<file path="src/rtl/regfile_dump_tx.sv">
// regfile_dump_tx
// Dumps the architectural register file over a UART TX line (8N1, LSB
// first, idle high). One rising edge on start sends the SYNC_BYTE frame
// followed by x0..x(NUM_REGS-1). Each register goes out as four
// big-endian bytes (bits 31:24 first). The block reads through the
// register file's spare combinational read port and never writes it.
//
// Timing: let E be the clock edge that first samples start high while
// start_q is low. SYNC starts its start bit on E. done is high for the
// single cycle that begins at edge
//   E + 10*CLKS_PER_BIT*(1+4*NUM_REGS) + 2*NUM_REGS,
// so the fixed overhead is 0 cycles. Each register adds two cycles (LOAD
// and NEXT) on top of its 40 bit times. tx idles high during those two
// cycles. The four bytes of one word are sent back to back with no gap.
//
// Handshake: start is a level. Only a 0->1 transition seen in IDLE begins
// a dump. Edges seen while a dump is in progress are dropped, not queued.
// busy is high from the cycle after the accepted edge. It falls in the
// same cycle that done pulses.

module regfile_dump_tx #(
  parameter int          CLKS_PER_BIT = 868,
  parameter int          NUM_REGS     = 32,
  parameter logic [7:0]  SYNC_BYTE    = 8'hA5
) (
  input  logic        clk,
  input  logic        reset,
  input  logic        start,
  output logic [4:0]  rd_addr,
  input  logic [31:0] rd_data,
  output logic        tx,
  output logic        busy,
  output logic        done
);

  localparam int              CNT_W     = (CLKS_PER_BIT > 1) ? $clog2(CLKS_PER_BIT) : 1;
  localparam logic [CNT_W-1:0] CNT_LAST = CNT_W'(CLKS_PER_BIT - 1);
  localparam logic [4:0]      ADDR_LAST = 5'(NUM_REGS - 1);
  // Frame bit positions: 0 = start bit, 1..8 = data bits, 9 = stop bit.
  localparam logic [3:0]      STOP_IDX  = 4'd9;

  typedef enum logic [2:0] {
    IDLE = 3'd0,
    SYNC = 3'd1,
    LOAD = 3'd2,
    BYTE = 3'd3,
    NEXT = 3'd4,
    FIN  = 3'd5
  } state_t;

  state_t           state;
  logic             start_q;
  logic [CNT_W-1:0] baud_cnt;
  logic [3:0]       bit_idx;
  logic [1:0]       byte_idx;
  logic [31:0]      word_q;

  logic [7:0]       word_byte;
  logic [7:0]       cur_byte;
  logic [9:0]       frame;
  logic [3:0]       bit_nxt;
  logic             bit_end;
  logic             start_edge;

  // Select the byte on the wire and build the full 10-bit frame around it.
  always_comb begin
    word_byte = word_q[31:24];
    unique case (byte_idx)
      2'd0: word_byte = word_q[31:24];
      2'd1: word_byte = word_q[23:16];
      2'd2: word_byte = word_q[15:8];
      2'd3: word_byte = word_q[7:0];
      default: word_byte = word_q[31:24];
    endcase
    cur_byte   = (state == SYNC) ? SYNC_BYTE : word_byte;
    frame      = {1'b1, cur_byte, 1'b0};
    bit_nxt    = bit_idx + 4'd1;
    bit_end    = (baud_cnt == CNT_LAST);
    start_edge = start & ~start_q;
  end

  // Dump sequencer, UART bit timing and all registered outputs.
  always_ff @(posedge clk or posedge reset) begin
    if (reset) begin
      state    <= IDLE;
      start_q  <= 1'b0;
      baud_cnt <= '0;
      bit_idx  <= 4'd0;
      byte_idx <= 2'd0;
      word_q   <= 32'd0;
      rd_addr  <= 5'd0;
      tx       <= 1'b1;
      busy     <= 1'b0;
      done     <= 1'b0;
    end else begin
      start_q <= start;
      done    <= 1'b0;

      unique case (state)
        IDLE: begin
          tx <= 1'b1;
          if (start_edge) begin
            // The start bit goes out on the same edge that accepts start.
            state    <= SYNC;
            busy     <= 1'b1;
            tx       <= 1'b0;
            baud_cnt <= '0;
            bit_idx  <= 4'd0;
            byte_idx <= 2'd0;
          end
        end

        SYNC, BYTE: begin
          if (bit_end) begin
            baud_cnt <= '0;
            if (bit_idx == STOP_IDX) begin
              bit_idx <= 4'd0;
              if (state == SYNC) begin
                state   <= LOAD;
                rd_addr <= 5'd0;
                tx      <= 1'b1;
              end else if (byte_idx != 2'd3) begin
                // Next byte of the same word starts immediately.
                byte_idx <= byte_idx + 2'd1;
                tx       <= 1'b0;
              end else begin
                state <= NEXT;
                tx    <= 1'b1;
              end
            end else begin
              bit_idx <= bit_nxt;
              tx      <= frame[bit_nxt];
            end
          end else begin
            baud_cnt <= baud_cnt + 1'b1;
          end
        end

        LOAD: begin
          // The only cycle in which rd_data is captured.
          word_q   <= rd_data;
          byte_idx <= 2'd0;
          bit_idx  <= 4'd0;
          baud_cnt <= '0;
          tx       <= 1'b0;
          state    <= BYTE;
        end

        NEXT: begin
          tx <= 1'b1;
          if (rd_addr == ADDR_LAST) begin
            state <= FIN;
            done  <= 1'b1;
            busy  <= 1'b0;
          end else begin
            rd_addr <= rd_addr + 5'd1;
            state   <= LOAD;
          end
        end

        FIN: begin
          tx    <= 1'b1;
          state <= IDLE;
        end

        default: begin
          state <= IDLE;
          tx    <= 1'b1;
          busy  <= 1'b0;
        end
      endcase
    end
  end

endmodule

</file>
<file path="config.mk">
export PLATFORM = sky130hd
export DESIGN_NAME = regfile_dump_tx
export DESIGN_NICKNAME = d
export VERILOG_FILES = /design/src/rtl/regfile_dump_tx.sv
export SDC_FILE = /design/constraint.sdc
export NUM_CORES = 1
export LEC_CHECK = 0
export BUFFER_PORTS_ARGS = -buffer_cell sky130_fd_sc_hd__buf_2
export CAP_MARGIN = 15
export CORE_MARGIN = 1
export CORE_UTILIZATION = 50
export DETAILED_ROUTE_END_ITERATION = 8
export PLACE_DENSITY_LB_ADDON = 0.1
export RECOVER_POWER = 50
export SLEW_MARGIN = 10
export SYNTH_ARGS = -nofsm -noshare
export SYNTH_HDL_FRONTEND = slang
export SYNTH_SLANG_ARGS = --single-unit
</file>
<file path="constraint.sdc">
create_clock -name clk -period 5.47 [get_ports clk]
set_input_delay 0.547 -clock clk [delete_from_list [all_inputs] [get_ports clk]]
set_output_delay 0.547 -clock clk [all_outputs]
set_load 0.05 [all_outputs]
</file>
==> results.toml <==
[synthesis]
synthSimpleGateAreaFrac = 0.119
synthAdderAreaFrac = 0.0372
synth_nets = 318
synth_mux_area_frac = 0.121
synth_async_sr_flop_share = 1.00
yosys.area.top_type = "dfrtp_1"
syn_inst = 274
synth-edff-count = 0
yosysUniqueCellTypes = 53
yosysWarnings = 0
synth.avg_cell_area_um2 = 11.1
synth_commonest_cells = "59 x dfrtp_1, 30 x mux2_2, 18 x nand2_1, 17 x o21ai_0, 16 x nor2_1"
synth_area_leaders = "dfrtp_1 49%, mux2_2 11%, ha_1 3.7%, o21ai_0 2.8%, nand2_1 2.2%"
synth_top_family_by_area = "compound AO/OA/AOI/OAI gates"
synth_seq_cells = 60
yosysSeqAreaShare = 0.496
synth_compound_area_frac = 0.155
yosys.area_share.xor_xnor = 0.0289
syn-cell-area_um2 = 3030
synth_most_common_cell = "dfrtp_1"
synth.top_cell.area_share = 0.488
synth_ff_type = "dfrtp_1"

[floorplan]
initial_utilization = 0.534
pin_count = 43
die_x_um = 79.8
die_h_um = 79.8
fp.dieArea_um2 = 6370
rows = 27
core_area_um2 = 5680

[setup_path]
r2r_end = "byte_idx[0]$_DFFE_PP0P_"
r2r_setup_slack_ns = 3.34
path_max_fanout = 16
worstReg2RegStart = "state[2]$_DFFE_PP0P_"
critical_path_class = "flop to flop"
endpoint_kind = "flop"
startpoint_type = "flop"
worstRegToRegCells = 5
crit_arrival_ns = 2.38
cp.required_ns = 5.71

[clock_network]
htree_levels = 3
cts_made_buffers = 9
cts_buffer_depth = 2
cts_tree = "built"
clk_transition_reported_paths_ns = 0.06
cts_setup_buffers = 0
cts.sinks = 60
hold_buffers = 0
cts_repair_resize_count = 0
root_buffer = "clkbuf_8"
insertion_delay_ns = 0.33

[min_path]
worstHoldPathType = "input port to flop"
worstHoldStart = "start"
min_to = "start_q$_DFF_PP0_"
hold_depth = 1

[sta]
setup_viol = 0
relSlewSlack = 0.493
post-route-period-util = 0.390
finalHoldViolations = 0
skew_ns = 0.00479
post-route-min-period_ns = 2.13
tightest_slew_ns = 0.761
fin_hold_ws_ns = 0.342
setup_ws_ns = 3.34
clock.fmax_ghz = 0.469
maxSlewViolCount = 0
tns_ns = 0
rsz0062_at_grt = "false"

[place]
place_ws_ns = 3.36
place_congestion = 0.810
placed_cell_area_um2 = 3280
dpl.hpwl_um = 4120
portBuffers = 42

[status]
status = "finished, final reports clean"

[grt]
antenna_found_initial = 0
grt_use_total = 0.213
overflow = 0
grt_max_degree = 61
grt_pass1_wl_um = 10300
first_global_vias = 2156

[final_layout]
final_area_um2 = 3440
syn_to_final_growth_pct = 13.7
antenna_cells = 0
nets = 359
drive_gt1_frac = 0.298

[routing]
vias_per_cell = 5.63
via_count = 2202
drtPass1Iterations = 4
wl_um = 5980
drt_iter0_drc = 132
routedWlPerCell_um = 15.3
ant_nets = 0
drcViolationCount = 0

[power]
p_per_area_nw_per_um2 = 236
p_total_w = 0.000812
vdd_drop_max_uv = 157
p_leak_nw = 1.67

[job]
maxCapViolCount = 0
cells by family (layout without fill, tap and decap cells):
| kind of cell | count (synthesis) | count (layout) |
|---|---|---|
| AOI/OAI and AO/OA | 64 | 64 |
| xor gates and xnor gates | 10 | 10 |
| adders and majority gates | 9 | 9 |
| buffers and inverters | 28 | 73 |
| DFF | 60 | 60 |
| muxes | 33 | 33 |
| and+or+nand+nor | 70 | 70 |
report_power, final:
| part | total [W] | internal, W | switching [W] |
|---|---|---|---|
| registers | 0.000444 | 0.000444 | 0.0000000484 |
| clock network | 0.000346 | 0.000185 | 0.000161 |
| logic | 0.0000215 | 0.00000923 | 0.0000122 |
| total | 0.000812 | 0.000639 | 0.000173 |
worst max-delay path: stages, from the launching register on:
cell	delay [ns]
dfrtp_1	0.71
nand2b_1	0.40
a31o_4	0.19
and2_1	0.41
nand3_1	0.17
o21ai_0	0.17
layout make-up:
| cell class | count | area, um^2 |
|---|---|---|
| Timing Repair Buffer | 44 | 223 |
| Sequential cell | 60 | 1500 |
| Multi-Input combinational cell | 186 | 1410 |
| Clock buffer | 13 | 159 |
| Inverter | 14 | 52.6 |
| Fill cell | 489 | 2230 |
| Clock inverter | 2 | 10.0 |
| Tap cell | 72 | 90.1 |
cell usage in the layout (no fill, tap or decap), types with 4 or more instances in the layout:
cell	netlist	routed
buf_2	5	40
xor2_1	6	6
o31ai_1	4	4
clkbuf_1	6	4
nor2_1	16	16
clkbuf_8	0	11
mux2_2	30	30
o21ai_0	17	17
and2_1	4	4
dfrtp_1	59	59
nand2b_1	9	9
nand4_1	6	6
nand2_1	18	18
a21oi_1	8	8
xnor2_1	4	4
nand3_1	5	5
ha_1	9	9
inv_1	14	13
sequential cells by signal (all words and copies together) (netlist names):
signal	cells
bit_idx	4
rd_addr	5
start_q	1
done	1
word_q	32
byte_idx	2
baud_cnt	10
tx	1
busy	1
state	3
routing by layer:
metal	vias up	wire (um)	part of all wire	track usage
met3	6	321	0.054	0.0366
met5	-	0	0	0
met2	59	2670	0.45	0.312
li1	1068	-	-	-
met4	0	70	0.012	0.113
met1	1069	2920	0.49	0.300
through the flow:
step / util / cells
after CTS: 0.607 / 391
after detailed placement: 0.577 / 376
final: 0.606 / 391
after global placement: 0.577 / 376
after global routing: 0.606 / 391
after floorplan: - / 274
worst max path at each step:
stage	start	cells after the start	slack, ns	end
after floorplan	reset	1	3.44	baud_cnt[0]$_DFFE_PP0P_
after global placement	byte_idx[0]$_DFFE_PP0P_	7	3.45	tx$_DFFE_PP1P_
after detailed placement	state[2]$_DFFE_PP0P_	5	3.36	byte_idx[1]$_DFFE_PP0P_
after CTS	state[2]$_DFFE_PP0P_	5	3.34	byte_idx[0]$_DFFE_PP0P_
after global routing	state[2]$_DFFE_PP0P_	5	3.15	byte_idx[1]$_DFFE_PP0P_
final	state[2]$_DFFE_PP0P_	5	3.34	byte_idx[0]$_DFFE_PP0P_
No activity file was read; power rests on OpenSTA's default activity.
